<file path="config.mk">
export PLATFORM = sky130hd
export DESIGN_NAME = uart_rx_param
export DESIGN_NICKNAME = d
export VERILOG_FILES = /design/src/rtl/uart_pkg.sv /design/src/rtl/uart_baud_cnt.sv /design/src/rtl/uart_rx_param.sv
export SDC_FILE = /design/constraint.sdc
export NUM_CORES = 1
export LEC_CHECK = 0
export CORE_UTILIZATION = 60
export DETAILED_ROUTE_END_ITERATION = 7
export PLACE_DENSITY = 0.83
export RECOVER_POWER = 100
export SLEW_MARGIN = 20
export SYNTH_ARGS = -nofsm -noshare
export SYNTH_HDL_FRONTEND = slang
export SYNTH_HIERARCHICAL = 1
export SYNTH_SLANG_ARGS = --single-unit
</file>
<file path="constraint.sdc">
create_clock -name clk -period 6 [get_ports clk]
set_input_delay 1.8 -clock clk [delete_from_list [all_inputs] [get_ports clk]]
set_output_delay 1.8 -clock clk [all_outputs]
set_load 0.05 [all_outputs]
</file>
<file path="src/rtl/uart_pkg.sv">
`default_nettype none
// +----------------------------------------------------------------------+
// | Module      : uart_pkg                                               |
// | Description : Shared constants, receiver state codes and helpers    |
// |               for the parametrised UART blocks.                      |
// | Revision    : 1.0  initial release                                   |
// +----------------------------------------------------------------------+
package uart_pkg;

   // Parity modes
   localparam int PAR_NONE = 0;
   localparam int PAR_ODD  = 1;
   localparam int PAR_EVEN = 2;

   // Receiver FSM state codes
   localparam logic [2:0] ST_IDLE   = 3'd0;
   localparam logic [2:0] ST_START  = 3'd1;
   localparam logic [2:0] ST_DATA   = 3'd2;
   localparam logic [2:0] ST_PARITY = 3'd3;
   localparam logic [2:0] ST_STOP   = 3'd4;

   // Width of a counter that must hold values 0..div-1
   function automatic int cnt_width(input int div);
      return (div < 2) ? 1 : $clog2(div);
   endfunction

endpackage : uart_pkg
`default_nettype wire

</file>
<file path="src/rtl/uart_baud_cnt.sv">
`default_nettype none
// +----------------------------------------------------------------------+
// | Module      : uart_baud_cnt                                          |
// | Description : Per-bit down-counter producing a mid-bit sample strobe |
// |               and a bit-end strobe. Reloads itself at bit end.       |
// | Revision    : 1.0  initial release                                   |
// +----------------------------------------------------------------------+
module uart_baud_cnt
   import uart_pkg::*;
#(
   parameter int CLK_DIV = 16
) (
   input  logic clk,
   input  logic rst_n,
   input  logic load,
   input  logic enable,
   output logic sample,
   output logic bit_end
);

   localparam int             c_cw     = cnt_width(CLK_DIV);
   localparam logic [c_cw-1:0] c_reload = c_cw'(CLK_DIV - 1);
   localparam logic [c_cw-1:0] c_mid    = c_cw'(CLK_DIV / 2);

   logic [c_cw-1:0] r_cnt;

   // Count down once per clk; reaching zero starts the next bit period
   always_ff @(posedge clk or negedge rst_n) begin
      if (!rst_n) begin
         r_cnt <= '0;
      end else if (load) begin
         r_cnt <= c_reload;
      end else if (enable) begin
         r_cnt <= (r_cnt == '0) ? c_reload : r_cnt - 1'b1;
      end
   end

   assign sample  = enable && !load && (r_cnt == c_mid);
   assign bit_end = enable && !load && (r_cnt == '0);

endmodule : uart_baud_cnt
`default_nettype wire

</file>
<file path="src/rtl/uart_rx_param.sv">
`default_nettype none
// +----------------------------------------------------------------------+
// | Module      : uart_rx_param                                          |
// | Description : Parametrised UART receiver with synchroniser, own baud |
// |               timing, parity/stop checking and a valid/ready holding |
// |               register with overrun flagging.                        |
// | Revision    : 1.0  initial release                                   |
// +----------------------------------------------------------------------+
module uart_rx_param
   import uart_pkg::*;
#(
   parameter int CLK_DIV     = 16,
   parameter int DATA_BITS   = 8,
   parameter int PARITY      = 0,
   parameter int STOP_BITS   = 1,
   parameter int SYNC_STAGES = 2
) (
   input  logic                 clk,
   input  logic                 rst_n,
   input  logic                 uart_din,
   output logic [DATA_BITS-1:0] rx_data,
   output logic                 rx_valid,
   input  logic                 rx_ready,
   output logic                 parity_err,
   output logic                 frame_err,
   output logic                 overrun,
   output logic                 rx_busy
);

   localparam logic [3:0]          c_data_bits = 4'(DATA_BITS);
   localparam logic                c_last_stop = 1'(STOP_BITS - 1);
   localparam int                  c_warm_w    = $clog2(SYNC_STAGES + 2);
   localparam logic [c_warm_w-1:0] c_warm_max  = c_warm_w'(SYNC_STAGES + 1);

   logic [SYNC_STAGES-1:0] r_sync;
   logic                   r_line_d;
   logic [c_warm_w-1:0]    r_warm;
   logic [2:0]             r_state;
   logic [3:0]             r_bit_cnt;
   logic                   r_stop_cnt;
   logic [DATA_BITS-1:0]   r_shift;
   logic                   r_perr;
   logic                   r_ferr;

   logic w_line;
   logic w_fall;
   logic w_load;
   logic w_enable;
   logic w_sample;
   logic w_bit_end;
   logic w_par_exp;
   logic w_done;
   logic w_accept;

   assign w_line = r_sync[SYNC_STAGES-1];

   // Synchroniser chain plus edge history; edges are only trusted once the
   // chain has been flushed with real pad values after reset, so a line that
   // is low at reset release is not mistaken for a start bit.
   always_ff @(posedge clk or negedge rst_n) begin
      if (!rst_n) begin
         r_sync   <= '1;
         r_line_d <= 1'b1;
         r_warm   <= '0;
      end else begin
         r_sync   <= {r_sync[SYNC_STAGES-2:0], uart_din};
         r_line_d <= w_line;
         if (r_warm != c_warm_max) begin
            r_warm <= r_warm + 1'b1;
         end
      end
   end

   assign w_fall   = (r_warm == c_warm_max) && r_line_d && !w_line;
   assign w_load   = (r_state == ST_IDLE) && w_fall;
   assign w_enable = (r_state != ST_IDLE);
   assign rx_busy  = (r_state != ST_IDLE);

   uart_baud_cnt #(
      .CLK_DIV (CLK_DIV)
   ) u_baud (
      .clk     (clk),
      .rst_n   (rst_n),
      .load    (w_load),
      .enable  (w_enable),
      .sample  (w_sample),
      .bit_end (w_bit_end)
   );

   generate
      if (PARITY == PAR_ODD) begin : g_par_odd
         assign w_par_exp = ~^r_shift;
      end else begin : g_par_even
         assign w_par_exp = ^r_shift;
      end
   endgenerate

   // Final stop sample completes the frame; the stop value seen now counts
   assign w_done   = (r_state == ST_STOP) && w_sample && (r_stop_cnt == c_last_stop);
   assign w_accept = rx_valid && rx_ready;

   // Frame FSM: start validation, data shift-in, parity and stop checking
   always_ff @(posedge clk or negedge rst_n) begin
      if (!rst_n) begin
         r_state    <= ST_IDLE;
         r_bit_cnt  <= '0;
         r_stop_cnt <= 1'b0;
         r_shift    <= '0;
         r_perr     <= 1'b0;
         r_ferr     <= 1'b0;
      end else begin
         case (r_state)
            ST_IDLE: begin
               if (w_fall) begin
                  r_state    <= ST_START;
                  r_bit_cnt  <= '0;
                  r_stop_cnt <= 1'b0;
                  r_perr     <= 1'b0;
                  r_ferr     <= 1'b0;
               end
            end
            ST_START: begin
               if (w_sample && w_line) begin
                  r_state <= ST_IDLE;
               end else if (w_bit_end) begin
                  r_state <= ST_DATA;
               end
            end
            ST_DATA: begin
               if (w_sample) begin
                  r_shift   <= {w_line, r_shift[DATA_BITS-1:1]};
                  r_bit_cnt <= r_bit_cnt + 1'b1;
               end
               if (w_bit_end && (r_bit_cnt == c_data_bits)) begin
                  r_bit_cnt <= '0;
                  r_state   <= (PARITY != PAR_NONE) ? ST_PARITY : ST_STOP;
               end
            end
            ST_PARITY: begin
               if (w_sample) begin
                  r_perr <= (w_line != w_par_exp);
               end
               if (w_bit_end) begin
                  r_state <= ST_STOP;
               end
            end
            ST_STOP: begin
               if (w_sample) begin
                  if (!w_line) begin
                     r_ferr <= 1'b1;
                  end
                  if (r_stop_cnt == c_last_stop) begin
                     r_state <= ST_IDLE;
                  end else begin
                     r_stop_cnt <= 1'b1;
                  end
               end
            end
            default: begin
               r_state <= ST_IDLE;
            end
         endcase
      end
   end

   // Holding register: load on completion if empty or being drained, else drop
   always_ff @(posedge clk or negedge rst_n) begin
      if (!rst_n) begin
         rx_data    <= '0;
         rx_valid   <= 1'b0;
         parity_err <= 1'b0;
         frame_err  <= 1'b0;
         overrun    <= 1'b0;
      end else begin
         overrun <= 1'b0;
         if (w_done) begin
            if (!rx_valid || w_accept) begin
               rx_data    <= r_shift;
               parity_err <= r_perr;
               frame_err  <= r_ferr || !w_line;
               rx_valid   <= 1'b1;
            end else begin
               overrun <= 1'b1;
            end
         end else if (w_accept) begin
            rx_valid <= 1'b0;
         end
      end
   end

endmodule : uart_rx_param
`default_nettype wire
</file>
**Word level (Yosys, flattened, before mapping)**

Index checks and enable logic that the tools add are counted.

- Memory bits (read-only): 0
- RAM bits: 0
- Latch bits: 0
- Memories: 0
- Logic and storage cells: 100
- Output and inout bits: 13
- Register bits: 39
- Input bits: 4

- Div/mod/pow operators: 0
- Reduce and logical (&&, ||, !) cells: 33
- Bitwise operators: 1
- Equality and inequality tests: 19
- $add $sub $neg: 3
- Multiply operators: 0
- Shifts and indexed selects: 0
- Muxes and demuxes: 29
- $lt $le $gt $ge: 0

Operators with widths:

| kind | number |
|---|---|
| two-way mux 4 bit | 6 |
| two-way mux 3 bit | 7 |
| != test 2 bit (second input constant) | 8 |
| case mux 3 bit (5 select lines) | 1 |
| logical AND 1 bit | 11 |
| two-way mux 1 bit | 11 |
| nonzero test 2 bit | 5 |
| AND reduction 3 bit | 3 |
| == test 4 bit (second input constant) | 2 |
| case mux 4 bit (2 select lines) | 1 |
| parity 8 bit | 1 |
| == test 3 x 2 -> 1 bit (second input constant) | 2 |
| != test 3 bit (second input constant) | 2 |
| case mux 1 bit (2 select lines) | 3 |
| AND reduction 2 bit | 3 |
| AND reduction 6 bit | 1 |
| adder 4 x 1 -> 4 bit (second input constant) | 1 |
| logical NOT 4 bit | 1 |
| AND reduction 4 bit | 1 |
| subtractor 4 x 1 -> 4 bit (second input constant) | 1 |
| == test 3 x 1 -> 1 bit (second input constant) | 1 |
| == test 3 bit (second input constant) | 1 |
| logical NOT 1 bit | 3 |
| logical NOT 3 bit | 1 |
| 7 further kinds | 8 |

**Longest topological paths before layout**

- Word-level depth: 11
- Gate-level depth with buffers: 10
- Gate-level depth less buffers: 8

**By module**

The synthesis kept the hierarchy.

Modules (own cells, without submodules):

| module | seq. area each (um^2) | area an instance (um^2) | instances | cells an instance |
|---|---|---|---|---|
| uart_rx_param | 854.6 | 1537.7 | 1 | 123 |
| uart_baud_cnt | 100.1 | 259.0 | 1 | 25 |

**Worst setup path after synthesis**

No wires, ideal clock.

- Kind: register to output
- Start point: register r_state[2]
- End point: output rx_busy
- Required time: 4.200 ns
- Arrival: 0.977 ns
- Path slack: 3.223 ns
- Stages on the path, launching flop included: 4
- Buffers on the path: 1
- Cells stage by stage: dfrtp_1 -> buf_2 -> inv_1 -> nand2_1

- Longest elaborated chain between the ends: 1

Ends and longest elaborated chain:

| element | line | source |
|---|---|---|
| from (decl) | uart_rx_param.sv:38 | `logic [2:0] r_state;` |
| from (signal assigned) | uart_rx_param.sv:136 | `r_state <= (PARITY != PAR_NONE) ? ST_PARITY : ST_STOP;` |
| nonzero test 3 bit | uart_rx_param.sv:77 | `assign rx_busy = (r_state != ST_IDLE);` |
| to (decl) | uart_rx_param.sv:27 | `output logic rx_busy` |

No other way between the ends.

**Worst setup path in the final report**

Ends and elaborated chain as after synthesis.

==> run summary <==
status = complete, but fails checks
failing checks = design-rule violations, max-capacitance violations, max-slew violations
DR WL/cell = 15.27 um
total number of vias = 1149
Critical Path RT = 4200 ps
Async S/R FF share, synth = 1.000
initial antenna violation count = 0
fin crit share = 0.6490
Initial Util = 0.6405
Synth Net Count = 157
Startpoint Class = flip-flop
CP Max Fanout = 11
share of cells above drive strength 1 = 0.1905
fin nets = 176
max-cap violation count = 1
TNS Setup = 0 ps
Max VDD drop = 0.0001620 V
final hold violation count = 0
Sink Count = 38
final slew viol count = 39
DRT Wirelength = 3.039 mm
area grow syn2layout = 11.77%
Leak = 0.9831 nW
Worst-Margin Slew = 1944 ps
combinational family with the most area after synthesis = simple AND/OR/NAND/NOR gates
RSZ-0062 raised after global routing = no
post_cts resized = 0
GR Overflow Total = 0
GRT busiest layer = met2
Fmax = 0.2568 GHz
area of the multi-input gates = 778.2 um2
Final min period = 3894 ps
DRT iter0 DRCs = 35
CTS Hold Buffers Added = 0
Synth Area in Compound Gates = 0.07660
Hold Path Class = reg -> reg
htree depth = 2
global-route wire length before repair = 5.209 mm
Synth Area in XOR/XNOR = 0.05641
Reg area = 954.7 um2
hpwl dp = 2.228 mm
clk_skew = 3.386 ps
Syn Area/Cell = 12.14 um2
CP Capture Type = primary output
# diodes = 0
vias per inst = 5.774
RD Place Congestion = 0.8733
CTS root buf = clkbuf_4
Die H = 56.72 um
Row Count = 19
CTS clk-pin slew, worst paths = 110 ps
Max Root-Sink Buffers = 2
Fillers = 203
Synth Flop Type = dfrtp_1
IO Pins = 17
Worst-Skew Late Latency = 330 ps
M3 GR Usage = 0.06912
cells after synthesis = 148
TritonCTS clock tree = built
core area = 0.002805 mm2
P per Cell Area = 299.3 mW/mm2
Cell variety after synth = 39
Die Area = 0.003217 mm2
DRC viols = 2
post-synthesis simple-gate area fraction = 0.1630
final design utilization = 0.7159
mux cell area share after synthesis = 0.1128
vias in the first global route = 1195
met2 Resource Use GR = 0.3810
Final setup viols = 0
met1 GRT Util = 0.2496
Global Route Usage Sum = 0.2192
Total Power Consumption = 0.0006010 W
postcts setup bufs = 0
max_slew headroom = -0.2958
Synth Area in Adders = 0.03482
Seq cells post-synth = 38
register area share after synthesis = 0.5313
Syn. warnings = 6
Post-synth EDFFs = 0
largest net degree at the start of global routing = 39
Routed Antenna Nets = 0
input/output buffers = 16
total CTS buffers = 5
die width = 56.72 um
crit path DAT = 2090 ps
synthesized cell area = 0.001797 mm2
Critical Setup Path Class = reg -> out
drt first pass iters = 6
logic make-up (layout without fill, tap and decap cells):
group	count (synthesis)	after routing
fa+ha+maj	5	5
flops	38	38
buf+inv	9	29
xor+xnor	10	10
mux	18	18
simple gates	46	46
compound gates	22	22
cell usage after synthesis (2+ instances only):
cell type	count	area [um2]
o22ai_1	2	12.51
nand4_1	2	12.51
nor2_1	5	18.77
o21bai_1	2	15.01
xnor2_1	6	52.55
o211ai_1	2	15.01
nor2b_1	2	12.51
o21ai_0	6	30.03
ha_1	5	62.56
nor3_1	2	10.01
buf_2	3	15.01
nand2b_1	5	31.28
mux2_2	18	202.7
nand2_1	13	48.80
a21o_1	2	15.01
dfrtp_1	35	875.8
inv_1	5	18.77
nand3_1	4	20.02
xor2_1	3	26.28
dfstp_2	3	78.83
a21oi_1	5	25.02
cell usage in the layout, fill, tap and decap left out, types with 6 or more instances in the layout:
cell / Yosys / final
mux2_2: 18 / 17
nand2_1: 13 / 14
xnor2_1: 6 / 6
dfrtp_1: 35 / 35
nor2_1: 5 / 6
o21ai_0: 6 / 7
dlygate4sd3_1: 0 / 15
layout make-up:
cell class	instances	share of cell area
clock buffer	6	0.02555
clock inverter	2	0.006231
inverter	5	0.009346
multi-input combinational	101	0.3875
sequential	38	0.4754
tap	31	0.01931
timing repair buffer	16	0.07664
registers in the layout (all words and copies together) (netlist names), 2 cells and up:
register,cells
r_warm,2
r_shift,8
rx_data,8
u_baud/r_cnt,4
r_sync,2
r_state,3
r_bit_cnt,4
stage by stage:
stage | cell area (um2) | hold WS [ps] | worst slack [ps] | std cells
floorplan | 1797 | 345.2 | 3223 | 148
global placement | 1964 | 345.5 | 2522 | 191
detailed placement | 1964 | 351.0 | 2476 | 191
CTS | 2028 | 367.6 | 2082 | 199
global route | 2008 | 379.0 | 1972 | 199
finish | 2008 | 373.4 | 2106 | 199
report_power, final:
part	switching (W)	total, W	leakage [nW]	internal (W)
clock network	0.0000811	0.000137	0.0343	0.0000564
registers	0.0000357	0.000317	0.493	0.000281
logic	0.0000826	0.000147	0.456	0.0000640
total	0.000199	0.000601	0.983	0.000402
per-layer routing:
| layer | vias up | part of all wire |
|---|---|---|
| met3 | 4 | 0.037 |
| met2 | 28 | 0.51 |
| met5 | - | 0 |
| li1 | 555 | - |
| met4 | 0 | 0.012 |
| met1 | 562 | 0.44 |
worst max-delay path: stages (launching register included):
cell and delay (ps):
dfrtp_1 540, inv_1 120, nand2_1 200, dlygate4sd3_1 910
worst paths after layout:
kind	from	endpoint	slack (ps)	cells past startpoint
min	r_sync[0]	r_sync[1]	370	0
max reg2reg	r_state[0]	rx_data[4]	3220	6
max in group asynchronous	rst_n	frame_err	2900	1
min reg2reg	r_sync[0]	r_sync[1]	370	0
max	r_state[2]	rx_busy	2110	3
min in group asynchronous	rst_n	r_state[1]	2000	1
(Power assumes the default switching activity.)
